[src/rtl/mips_pipe_pkg.sv]
// Shared types and constants for the MIPS front-end pipeline registers.
package mips_pipe_pkg;

  localparam logic [31:0] NOP_INSTR_WORD = 32'h0000_0000;

  typedef enum logic [1:0] {
    EMPTY = 2'd0,
    ONE   = 2'd1,
    TWO   = 2'd2
  } ifid_occ_t;

  typedef struct packed {
    logic [31:0] instr;
    logic [31:0] pc;
  } ifid_beat_t;

endpackage

[src/rtl/ifid_entry_reg.sv]
// One IF/ID storage slot: instruction, PC and precomputed PC+4, loaded on enable.
module ifid_entry_reg #(
  parameter int                 INSTR_W   = 32,
  parameter int                 PC_W      = 32,
  parameter logic [INSTR_W-1:0] NOP_INSTR = '0
) (
  input  logic               clock,
  input  logic               reset,
  input  logic               load,
  input  logic [INSTR_W-1:0] d_instr,
  input  logic [PC_W-1:0]    d_pc,
  input  logic [PC_W-1:0]    d_pc_plus4,
  output logic [INSTR_W-1:0] instr,
  output logic [PC_W-1:0]    pc,
  output logic [PC_W-1:0]    pc_plus4
);

  always_ff @(posedge clock or posedge reset) begin
    if (reset) begin
      instr    <= NOP_INSTR;
      pc       <= '0;
      pc_plus4 <= '0;
    end else if (load) begin
      instr    <= d_instr;
      pc       <= d_pc;
      pc_plus4 <= d_pc_plus4;
    end
  end

endmodule

[src/rtl/ifid_skid_stage.sv]
// IF->ID pipeline register with valid/ready handshake, flush, optional 2-entry skid
// buffer (registered if_ready) and a saturating bubble counter.
module ifid_skid_stage
  import mips_pipe_pkg::*;
#(
  parameter int                 INSTR_W   = 32,
  parameter int                 PC_W      = 32,
  parameter logic [INSTR_W-1:0] NOP_INSTR = INSTR_W'(NOP_INSTR_WORD),
  parameter bit                 SKID_EN   = 1'b1,
  parameter int                 CNT_W     = 16
) (
  input  logic               clock,
  input  logic               reset,
  input  logic               if_valid,
  output logic               if_ready,
  input  logic [INSTR_W-1:0] if_instr,
  input  logic [PC_W-1:0]    if_pc,
  input  logic               flush,
  output logic               id_valid,
  input  logic               id_ready,
  output logic [INSTR_W-1:0] id_instr,
  output logic [PC_W-1:0]    id_pc,
  output logic [PC_W-1:0]    id_pc_plus4,
  output logic [CNT_W-1:0]   bubble_cnt
);

  ifid_occ_t          state;
  logic               acc, pop;
  logic               main_load, skid_load, main_from_skid;
  logic [PC_W-1:0]    in_pc_plus4;
  logic [INSTR_W-1:0] main_instr, skid_instr, main_d_instr;
  logic [PC_W-1:0]    main_pc, skid_pc, main_d_pc;
  logic [PC_W-1:0]    main_pc_plus4, skid_pc_plus4, main_d_pc_plus4;

  assign id_valid = (state != EMPTY);
  // With the skid slot, ready comes from registered state only; without it the
  // single slot can refill in the same edge it is drained.
  assign if_ready = SKID_EN ? (state != TWO) : ((state == EMPTY) || id_ready);
  assign acc      = if_valid && if_ready;
  assign pop      = id_valid && id_ready;

  // The adder sits on the load path so id_pc_plus4 comes straight from a flop.
  assign in_pc_plus4 = if_pc + PC_W'(4);

  always_comb begin
    main_from_skid = (state == TWO);
    main_load      = 1'b0;
    skid_load      = 1'b0;
    if (!flush) begin
      case (state)
        EMPTY:   main_load = acc;
        ONE: begin
          main_load = acc && pop;
          skid_load = SKID_EN && acc && !pop;
        end
        TWO:     main_load = pop;
        default: main_load = 1'b0;
      endcase
    end
    main_d_instr    = main_from_skid ? skid_instr    : if_instr;
    main_d_pc       = main_from_skid ? skid_pc       : if_pc;
    main_d_pc_plus4 = main_from_skid ? skid_pc_plus4 : in_pc_plus4;
  end

  always_ff @(posedge clock or posedge reset) begin
    if (reset) begin
      state <= EMPTY;
    end else if (flush) begin
      state <= EMPTY;
    end else begin
      case (state)
        EMPTY: if (acc) state <= ONE;
        ONE: begin
          if (acc && !pop)      state <= TWO;
          else if (!acc && pop) state <= EMPTY;
        end
        TWO:     if (pop) state <= ONE;
        default: state <= EMPTY;
      endcase
    end
  end

  always_ff @(posedge clock or posedge reset) begin
    if (reset) begin
      bubble_cnt <= '0;
    end else if (!id_valid && (bubble_cnt != {CNT_W{1'b1}})) begin
      bubble_cnt <= bubble_cnt + CNT_W'(1);
    end
  end

  ifid_entry_reg #(.INSTR_W(INSTR_W), .PC_W(PC_W), .NOP_INSTR(NOP_INSTR)) u_main (
    .clock      (clock),
    .reset      (reset),
    .load       (main_load),
    .d_instr    (main_d_instr),
    .d_pc       (main_d_pc),
    .d_pc_plus4 (main_d_pc_plus4),
    .instr      (main_instr),
    .pc         (main_pc),
    .pc_plus4   (main_pc_plus4)
  );

  generate
    if (SKID_EN) begin : g_skid
      ifid_entry_reg #(.INSTR_W(INSTR_W), .PC_W(PC_W), .NOP_INSTR(NOP_INSTR)) u_skid (
        .clock      (clock),
        .reset      (reset),
        .load       (skid_load),
        .d_instr    (if_instr),
        .d_pc       (if_pc),
        .d_pc_plus4 (in_pc_plus4),
        .instr      (skid_instr),
        .pc         (skid_pc),
        .pc_plus4   (skid_pc_plus4)
      );
    end else begin : g_no_skid
      assign skid_instr    = NOP_INSTR;
      assign skid_pc       = '0;
      assign skid_pc_plus4 = '0;
    end
  endgenerate

  assign id_instr    = id_valid ? main_instr    : NOP_INSTR;
  assign id_pc       = id_valid ? main_pc       : '0;
  assign id_pc_plus4 = id_valid ? main_pc_plus4 : '0;

endmodule

[config.mk]
export PLATFORM = sky130hd
export DESIGN_NAME = ifid_skid_stage
export DESIGN_NICKNAME = d
export VERILOG_FILES = /design/src/rtl/mips_pipe_pkg.sv /design/src/rtl/ifid_entry_reg.sv /design/src/rtl/ifid_skid_stage.sv
export SDC_FILE = /design/constraint.sdc
export NUM_CORES = 1
export LEC_CHECK = 0
export BUFFER_PORTS_ARGS = -buffer_cell sky130_fd_sc_hd__clkbuf_2
export CAP_MARGIN = 20
export CORE_MARGIN = 4
export CORE_UTILIZATION = 50
export DETAILED_ROUTE_END_ITERATION = 6
export HOLD_SLACK_MARGIN = 0.02
export PLACE_DENSITY = 0.77
export REMOVE_ABC_BUFFERS = 1
export SLEW_MARGIN = 15
export SYNTH_ARGS = -nofsm -noshare
export SYNTH_HDL_FRONTEND = slang
export SYNTH_SLANG_ARGS = --single-unit
[constraint.sdc]
create_clock -name clock -period 7.7 [get_ports clock]
set_clock_uncertainty 0.1 [all_clocks]
set_input_delay 1.925 -clock clock [delete_from_list [all_inputs] [get_ports clock]]
set_output_delay 1.925 -clock clock [all_outputs]
set_load 0.005 [all_outputs]
Yosys cells after proc, flatten, opt, wreduce, memory -nomap -nowiden
Cells that the tools add are included.
{ "op_classes": {"shift": 0, "multipliers": 0, "n_div": 0, "n_reduce_logical": 12, "muxes": 16, "bitwise_logic": 0, "n_addsub": 2, "magnitude_cmp": 0, "n_eq_ne": 7} }
{ "ops": {"columns": ["op", "count"], "rows": [
  ["$mux W32", 6],
  ["$add A32 B3 Y32 const B", 1],
  ["$add A16 B1 Y16 const B", 1],
  ["$ne A16 B16 Y1 const B", 1],
  ["$mux W2", 5],
  ["$logic_and A1 B1 Y1", 6],
  ["$ne A3 B3 Y1 const B", 2],
  ["$pmux W2 S3", 1],
  ["$ne A4 B4 Y1 const B", 1],
  ["$logic_not A1 Y1", 3],
  ["$mux W1", 3],
  ["$pmux W1 S3", 1],
  ["$reduce_and A3 Y1", 1],
  ["$eq A2 B1 Y1 const B", 1],
  ["$eq A2 B2 Y1 const B", 1],
  ["$logic_not A2 Y1", 1],
  ["$ne A2 B2 Y1 const B", 1],
  ["$reduce_bool A2 Y1", 1]
]} }
{ "word_totals": {"ramBits": 0, "reg_bits": 210, "word_cells": 45, "out_inout_bits": 114, "n_memories": 0, "rom_bits": 0, "in_bits": 69, "latch_bits": 0} }

Longest topological paths before layout
Gate-level depths: netlist of run 1.
{ "logic_depth": {"depth_word": 8, "mapped_depth": 7, "mapped_depth_nobuf": 6} }

By module
From an unflattened synthesis of run 1, not the netlist that was laid out.
{ "hier_totals": {"cells_unflattened": 989, "area_unflattened_um2": 10979.3} }
{ "by_module_without_submodules": {"columns": ["module", "cells_each", "instances", "seq_area_each_um2", "area_per_inst_um2"], "rows": [
  ["ifid_entry_reg", 204, 2, 2402.3, 3768.6],
  ["ifid_skid_stage", 581, 1, 450.4, 3442.1]
]} }

Least setup slack after synthesis of run 1
Ideal clock, no wire load.
{ "synth_timing": {"path_kind": "reg-to-output", "start": "register state[0]", "end": "output id_pc_plus4[0]", "stages_incl_launch_ff": 7, "setup_slack_ns": 4.287, "n_path_buf": 3, "required_time_ns": 5.675, "arrival_time_ns": 1.388, "path_cell_list": "dfrtp_1 > nor2_1 > inv_1 > clkbuf_1 > clkbuf_1 > and2_1 > buf_4"} }
{ "synth_via": {"elab_chain_len": 2} }
{ "synth_rtl": {"columns": ["item", "line_no", "rtl"], "rows": [
  ["from (decl)", "ifid_skid_stage.sv:27", "ifid_occ_t state;"],
  ["from (signal assigned)", "ifid_skid_stage.sv:67", "state <= EMPTY;"],
  ["from (signal assigned)", "ifid_skid_stage.sv:69", "state <= EMPTY;"],
  ["from (signal assigned)", "ifid_skid_stage.sv:72", "EMPTY: if (acc) state <= ONE;"],
  ["$reduce_bool A2 Y1", "ifid_skid_stage.sv:35", "assign id_valid = (state != EMPTY);"],
  ["$mux W32", "ifid_skid_stage.sv:125", "assign id_pc_plus4 = id_valid ? main_pc_plus4 : '0;"],
  ["to (decl)", "ifid_skid_stage.sv:23", "output logic [PC_W-1:0] id_pc_plus4,"]
]} }
Every way passes these cells.

Final worst setup path of run 1
{ "layout_timing": {"start": "register state[0]", "end": "output if_ready"} }
{ "layout_via": {"elab_chain_len": 1} }
{ "layout_rtl": {"columns": ["item", "line_no", "rtl"], "rows": [
  ["$ne A2 B2 Y1", "ifid_skid_stage.sv:38", "assign if_ready = SKID_EN ? (state != TWO) : ((state == EMPTY) || id_ready);"],
  ["to (decl)", "ifid_skid_stage.sv:15", "output logic if_ready,"]
]} }
Every way passes these cells.

==> summary.txt, run 1 <==
Synth
  • Largest area contributor in the netlist: dfrtp_1
  • EDFF count, synth: 0
  • Flops & latches, synth: 206
  • Prevailing post-synth register cell: dfrtp_1
  • Synth unique cells: 43
  • Register area share after synthesis: 0.530
  • Synth async-reset ratio: 1.00
  • Syn avg cell area: around 9.8 µm²
  • Synthesized instance count: 995
  • Top cells by area, synth: dfrtp_1, nand2_1, mux2_2
  • Number of synthesis warnings: 0
  • Synth top area share: 0.530
  • Synthesized area: 9720 µm²

Placement
  • GP Congestion: 0.825
  • DP Area: ~11000 µm²
  • Hpwl dp: between 10000 and 15000 µm
  • Port Buffers: 182

STA
  • Relative slew slack: 0.324
  • Hold Slack: 0.373 ns
  • Fin crit period: 5.04 ns
  • Final Hold Viols: 0
  • Achievable Freq: 0.198 GHz
  • Count of pins over their slew limit: 0
  • RSZ-0062 raised after global routing: no
  • Slew @ Worst Pin: 1.01 ns
  • Setup violators final: 0
  • Final period utilization: 0.655

Power and ir drop
  • Leak: 5.41 nW
  • Pwr dens: 275 nW/µm²
  • Total power: about 3.1 mW
  • Peak supply drop: 0.136 mV

Global routing
  • First-pass GRT wire length: 38800 µm
  • Initial antenna violation count: 0
  • Total track usage: 0.214
  • GR met3 Demand/Resource: 0.0337
  • Global route hottest layer: met2
  • Met1 Use GR: 0.302
  • Vias in the first global route: 7623
  • Met2 Use GR: 0.358
  • Largest net degree at the start of global routing: between 100 and 150
  • Gr ovfl total: 0

Clock tree
  • Clock latency on the worst-skew pair: 0.50 ns
  • Clock Tree Buf Depth: 3
  • Post-CTS sizing: 0
  • Post-CTS Setup Inserts: 0
  • CTS tree: built
  • Post-CTS Hold Fix Bufs: 0
  • Reg clk slew, reported paths: 0.06 ns
  • Root Buffer: clkbuf_16
  • CTS Sinks: 206
  • H-tree level count: 1
  • Cts bufs inserted: 23

Worst setup path
  • Crit path arrival time: around 3.0 ns
  • Kind of critical path: reg2out
  • Critical path peak fanout: 91
  • Worst EP required: 5.68 ns
  • Startpoint types: flip-flop
  • CP Capture Type: output port

Floorplan
  • Initial Util: 0.515
  • DIE HEIGHT: between 100 and 150 µm
  • Die footprint: 21700 µm²
  • Core box area: 18900 µm²
  • Boundary Pins: 183
  • Num rows: 50
  • Die width: 147 µm

Routing
  • Final wirelength: 23200 µm
  • Drt drc: 0
  • Routed Antenna Nets: 0
  • Post-detailed-route wirelength per cell: roughly 16 µm
  • Initial DRC Count: 376
  • Total number of vias: 7502
  • Pre-Repair DR Iteration Count: 4
  • DR vias/cell: 5.30

Finish
  • Design area: around 11000 µm²
  • Final #Nets: 1212
  • # diodes: 0
  • Layout cells sized above 1: 0.261
  • Area Growth Syn to Fin: 17.9%

Outcome
  • Outcome: finished clean

Worst hold path
  • Hold/Removal Path Class: reg2reg

Job
  • Max Cap Violations: 0
## cell usage in the layout (no fill, tap or decap), drive strengths merged, types with 6 or more instances in the layout
cell type,synthesis,routed
clkbuf,32,212
dfrtp,206,206
nand2,185,185
and2,95,95
nor2,94,94
a31oi,64,64
mux2,63,63
o21ai,55,55
a21oi,27,27
xor2,23,23
xnor2,18,18
nand3,16,16
and3,15,15
nand4,13,13
o22ai,9,9
buf,37,8
inv,6,6
## per-stage QoR
stage	setup TNS [ns]	utilization	instances	worst slack, ns
floorplan	-21.08	-	926	-1.06
finish	0	0.607	1416	2.66
global route	0	0.607	1416	2.39
CTS	0	0.607	1416	2.57
detailed placement	0	0.565	1376	2.99
global placement	0	0.565	1376	3.03
## critical path, stage by stage, from the launching register on
cell and delay (ns):
dfrtp_1 0.49, nor2b_4 0.14, buf_4 0.75, clkinv_2 0.81
clkbuf_2 0.30
## flip-flops by register name, summed over array words and instances, names as in the netlist
signal,flops
u_main.pc_plus4,32
u_main.instr,32
u_main.pc,30
bubble_cnt,16
g_skid.u_skid.instr,32
g_skid.u_skid.pc_plus4,32
g_skid.u_skid.pc,30
state,2
## kinds of logic after synthesis
kind of cell             share of synthesized area
adder cells (fa/ha/maj)                    0.00257
multiplexers                                0.0771
flip-flops                                   0.530
XOR/XNOR                                    0.0369
AO/OA/AOI/OAI                                0.101
AND/OR/NAND/NOR                              0.212
buffers and inverters                       0.0399
## area by class of cell
type,instances,area (µm²)
multi-input cells,714,4200
fillers,1631,7430
flip-flops and latches,206,5150
well taps,260,325
clock buffers,30,642
repair buffers,190,971
inverters,6,31.3
clock inverters,10,134
## synth_stat cells, types with 2 or more instances
cell type,instances
o21ai_0,38
o21ai_1,17
and2_1,95
buf_6,5
a211oi_1,2
and4_1,3
nand4_1,12
a22oi_1,4
a21o_1,5
buf_4,12
inv_1,6
clkbuf_1,32
buf_2,19
mux2_2,55
nor3b_1,2
or3_1,2
nand3_1,15
xor2_1,23
dfrtp_1,206
and3_1,15
nor2_1,94
xnor2_1,18
a21oi_1,27
o22ai_1,9
nor3_1,4
ha_1,2
nand2_1,185
mux2_4,8
nor4_1,2
a31oi_1,64
nor2b_1,2
## final timing paths
kind / startpoint / endpoint / slack [ns] / depth (start not counted)
worst min register to register: u_main.pc_plus4[2]$_DFFE_PP0P_ / u_main.pc_plus4[2]$_DFFE_PP0P_ / 0.37 / 2
worst max-delay path: state[0]$_DFFE_PP0P_ / if_ready / 2.66 / 4
max in group asynchronous: reset / g_skid.u_skid.pc_plus4[20]$_DFFE_PP0P_ / 4.51 / 3
min in group asynchronous: reset / bubble_cnt[13]$_DFFE_PP0P_ / 1.57 / 2
worst max register to register: state[0]$_DFFE_PP0P_ / u_main.pc_plus4[15]$_DFFE_PP0P_ / 3.75 / 6
worst min-delay path: u_main.pc_plus4[2]$_DFFE_PP0P_ / u_main.pc_plus4[2]$_DFFE_PP0P_ / 0.37 / 2
## routing by layer
metal / vias to the layer above / wire length, µm / share of wire
met5: - / 0 / 0
met4: 0 / 246 / 0.011
met3: 23 / 1490 / 0.064
met2: 207 / 11000 / 0.48
met1: 3617 / 10400 / 0.45
li1: 3655 / - / -
## where the power goes
part	leakage [nW]	switching [mW]	total [mW]	internal, mW
clock	0.379	0.430	1.12	0.687
sequential	2.47	0.141	1.48	1.34
combinational	2.55	0.279	0.552	0.273
total	5.41	0.850	3.15	2.30
Note: power is estimated with default switching activity, not from simulation.
==> run 2, diff against run 1 <==
--- a/config.mk
+++ b/config.mk
@@ -5,13 +5,14 @@
 export SDC_FILE = /design/constraint.sdc
 export NUM_CORES = 1
 export LEC_CHECK = 0
+export ABC_AREA = 1
 export BUFFER_PORTS_ARGS = -buffer_cell sky130_fd_sc_hd__clkbuf_2
 export CAP_MARGIN = 20
 export CORE_MARGIN = 4
-export CORE_UTILIZATION = 50
+export CORE_UTILIZATION = 55
 export DETAILED_ROUTE_END_ITERATION = 6
 export HOLD_SLACK_MARGIN = 0.02
-export PLACE_DENSITY = 0.77
+export PLACE_DENSITY = 0.79
 export REMOVE_ABC_BUFFERS = 1
 export SLEW_MARGIN = 15
 export SYNTH_ARGS = -nofsm -noshare
==> constraint.sdc (replaced) <==
create_clock -name clock -period 4.98 [get_ports clock]
set_clock_uncertainty 0.1 [all_clocks]
set_input_delay 1.245 -clock clock [delete_from_list [all_inputs] [get_ports clock]]
set_output_delay 1.245 -clock clock [all_outputs]
set_load 0.005 [all_outputs]
==> run 2 against run 1 <==
Net effect: flip-flop and latch count unchanged; die area increased by 0.21%; first-iteration DRC count is 65% higher; cell area is 8.7% higher; critical path type unchanged; critical endpoint unchanged.
==> summary.txt, run 2 <==
STA
  • Count of pins over their slew limit: 0
  • Final period utilization: 0.694
  • Fin crit period: 3.46 ns
  • Hold Slack: 0.381 ns
  • Setup violators final: 0
  • Final Hold Viols: 0
  • Slew @ Worst Pin: 0.770 ns
  • Achievable Freq: between 0.2 and 0.3 GHz
  • Post-route setup slack: 1.52 ns
  • RSZ-0062 raised after global routing: no
  • Relative slew slack: 0.486

Clock tree
  • Cts bufs inserted: 23
  • H-tree level count: 1
  • CTS tree: built
  • Post-CTS sizing: 0
  • CTS Sinks: 206
  • Reg clk slew, reported paths: 0.06 ns
  • Post-CTS Setup Inserts: 0
  • Post-CTS Hold Fix Bufs: 0
  • Root Buffer: clkbuf_16
  • Clock latency on the worst-skew pair: approximately 0.5 ns
  • Clock Tree Buf Depth: 3

Routing
  • Pre-Repair DR Iteration Count: 7
  • Drt drc: 0
  • Routed Antenna Nets: 0
  • DR vias/cell: ~5.2
  • Initial DRC Count: 619
  • Post-detailed-route wirelength per cell: roughly 14 µm
  • Total number of vias: 9284
  • Final wirelength: 25600 µm

Synth
  • EDFF count, synth: 0
  • Synth top area share: 0.481
  • Flops & latches, synth: just over 200
  • Synth top cells by count: nand2_1, dfrtp_1, inv_1
  • Synthesized area: 10700 µm²
  • Synth async-reset ratio: 1.00
  • Syn avg cell area: 7.83 µm²
  • Top-count cell post-synth: nand2_1
  • Register area share after synthesis: 0.481
  • Synth unique cells: 33
  • Top cells by area, synth: dfrtp_1, nand2_1, inv_1
  • Number of synthesis warnings: 0
  • Prevailing post-synth register cell: dfrtp_1
  • Largest area contributor in the netlist: dfrtp_1
  • Synthesized instance count: 1368

Finish
  • Area Growth Syn to Fin: 16.3%
  • # diodes: 0
  • Design area: approximately 12000 µm²
  • Commonest non-fill, non-tap cell in the layout: nand2_1
  • Utilization after layout: 0.657
  • Commonest non-fill, non-tap cells in the layout: nand2_1, dfrtp_1, inv_1
  • Final #Nets: 1586
  • Layout cells sized above 1: 0.202

Floorplan
  • Core box area: 19000 µm²
  • Initial Util: 0.565
  • DIE HEIGHT: between 100 and 150 µm
  • Boundary Pins: 183
  • Die width: between 100 and 150 µm
  • Num rows: 50
  • Die footprint: 21800 µm²

Global routing
  • Gr ovfl total: 0
  • First-pass GRT wire length: 43300 µm
  • Met1 Use GR: 0.338
  • Met2 Use GR: 0.382
  • Global route hottest layer: met2
  • Total track usage: 0.235
  • Largest net degree at the start of global routing: 145
  • GR met3 Demand/Resource: 0.0343
  • Vias in the first global route: approximately 9000
  • Initial antenna violation count: 0

Power and ir drop
  • Peak supply drop: 0.305 mV
  • Pwr dens: 478 nW/µm²
  • Total power: 5.95 mW
  • Leak: approximately 6.6 nW

Placement
  • GP Congestion: between 0.8 and 0.9
  • Hpwl dp: between 15000 and 20000 µm
  • DP Area: 11600 µm²
  • Port Buffers: 182
  • Pre-CTS setup slack: 1.91 ns

Outcome
  • Outcome: finished clean

Worst hold path
  • Hold/Removal Path Class: reg2reg

Worst setup path
  • Kind of critical path: reg2out
  • CP Capture Type: output port
  • Worst EP required: about 3.6 ns
  • Critical path peak fanout: 54
  • Crit path arrival time: approximately 2.1 ns
  • Startpoint types: flip-flop

Job
  • Max Cap Violations: 0
==> run 2: cell types whose count changed after synthesis, moves of 14 or more <==
cell,before,now
a21oi_1,27,13
nor2_1,94,177
o211ai_1,0,38
inv_1,6,194
o21ai_1,17,104
nand3_1,15,37
a31oi_1,64,11
o211ai_2,0,30
nand2_1,185,357
and3_1,15,0
mux2_2,55,0
and2_1,95,2
o21ai_2,0,29
==> run 2: path summary, 6_finish.rpt <==
| kind | from | endpoint | slack, ns | depth (start not counted) |
|---|---|---|---|---|
| max in group asynchronous | reset | g_skid.u_skid.pc[20]$_DFFE_PP0P_ | 2.98 | 4 |
| worst max register to register | state[0]$_DFFE_PP0P_ | g_skid.u_skid.pc_plus4[2]$_DFFE_PP0P_ | 1.90 | 7 |
| worst min register to register | u_main.pc_plus4[25]$_DFFE_PP0P_ | u_main.pc_plus4[25]$_DFFE_PP0P_ | 0.38 | 2 |
| min in group asynchronous | reset | u_main.instr[9]$_DFFE_PP0P_ | 0.69 | 2 |
| worst min-delay path | u_main.pc_plus4[25]$_DFFE_PP0P_ | u_main.pc_plus4[25]$_DFFE_PP0P_ | 0.38 | 2 |
| worst max-delay path | state[0]$_DFFE_PP0P_ | if_ready | 1.52 | 3 |
==> run 2: worst max-delay path: stages (launching register included) <==
cell and delay [ns]:
dfrtp_1 0.46, nor2_4 0.59, inv_6 0.32, clkbuf_2 0.21
==> run 2: final cells by class <==
cell class,count,area (µm²)
clock buffer,30,662
tap,260,325
clock inverter,12,145
sequential,206,5150
timing repair buffer,196,1050
inverter,200,768
fill,1695,6490
multi-input combinational,888,4360
==> run 2: power by group <==
group          internal, mW  switching (mW)
Clock                  1.09           0.694
Sequential             2.30           0.313
Combinational         0.606           0.945
==> run 2: cell families after synthesis <==
group,after synthesis,share of synthesized area
AO/OA/AOI/OAI,280,0.174
flip-flops,206,0.481
buffers and inverters,274,0.112
adder cells (fa/ha/maj),2,0.00233
XOR/XNOR,20,0.0163
AND/OR/NAND/NOR,586,0.214
==> run 2: metrics by stage <==
step           setup TNS, ns  std cells
2_1_floorplan        -586.99       1294
3_3_place_gp               0       1749
3_5_place_dp               0       1749
4_1_cts                    0       1791
5_1_grt                    0       1792
6_report                   0       1792
==> run 2: layer usage <==
metal  wire [µm]  up-vias
met1       11300     4342
met3        1920       36
met5           0        -
met2       11900      310
li1            -     4596
met4         489        0
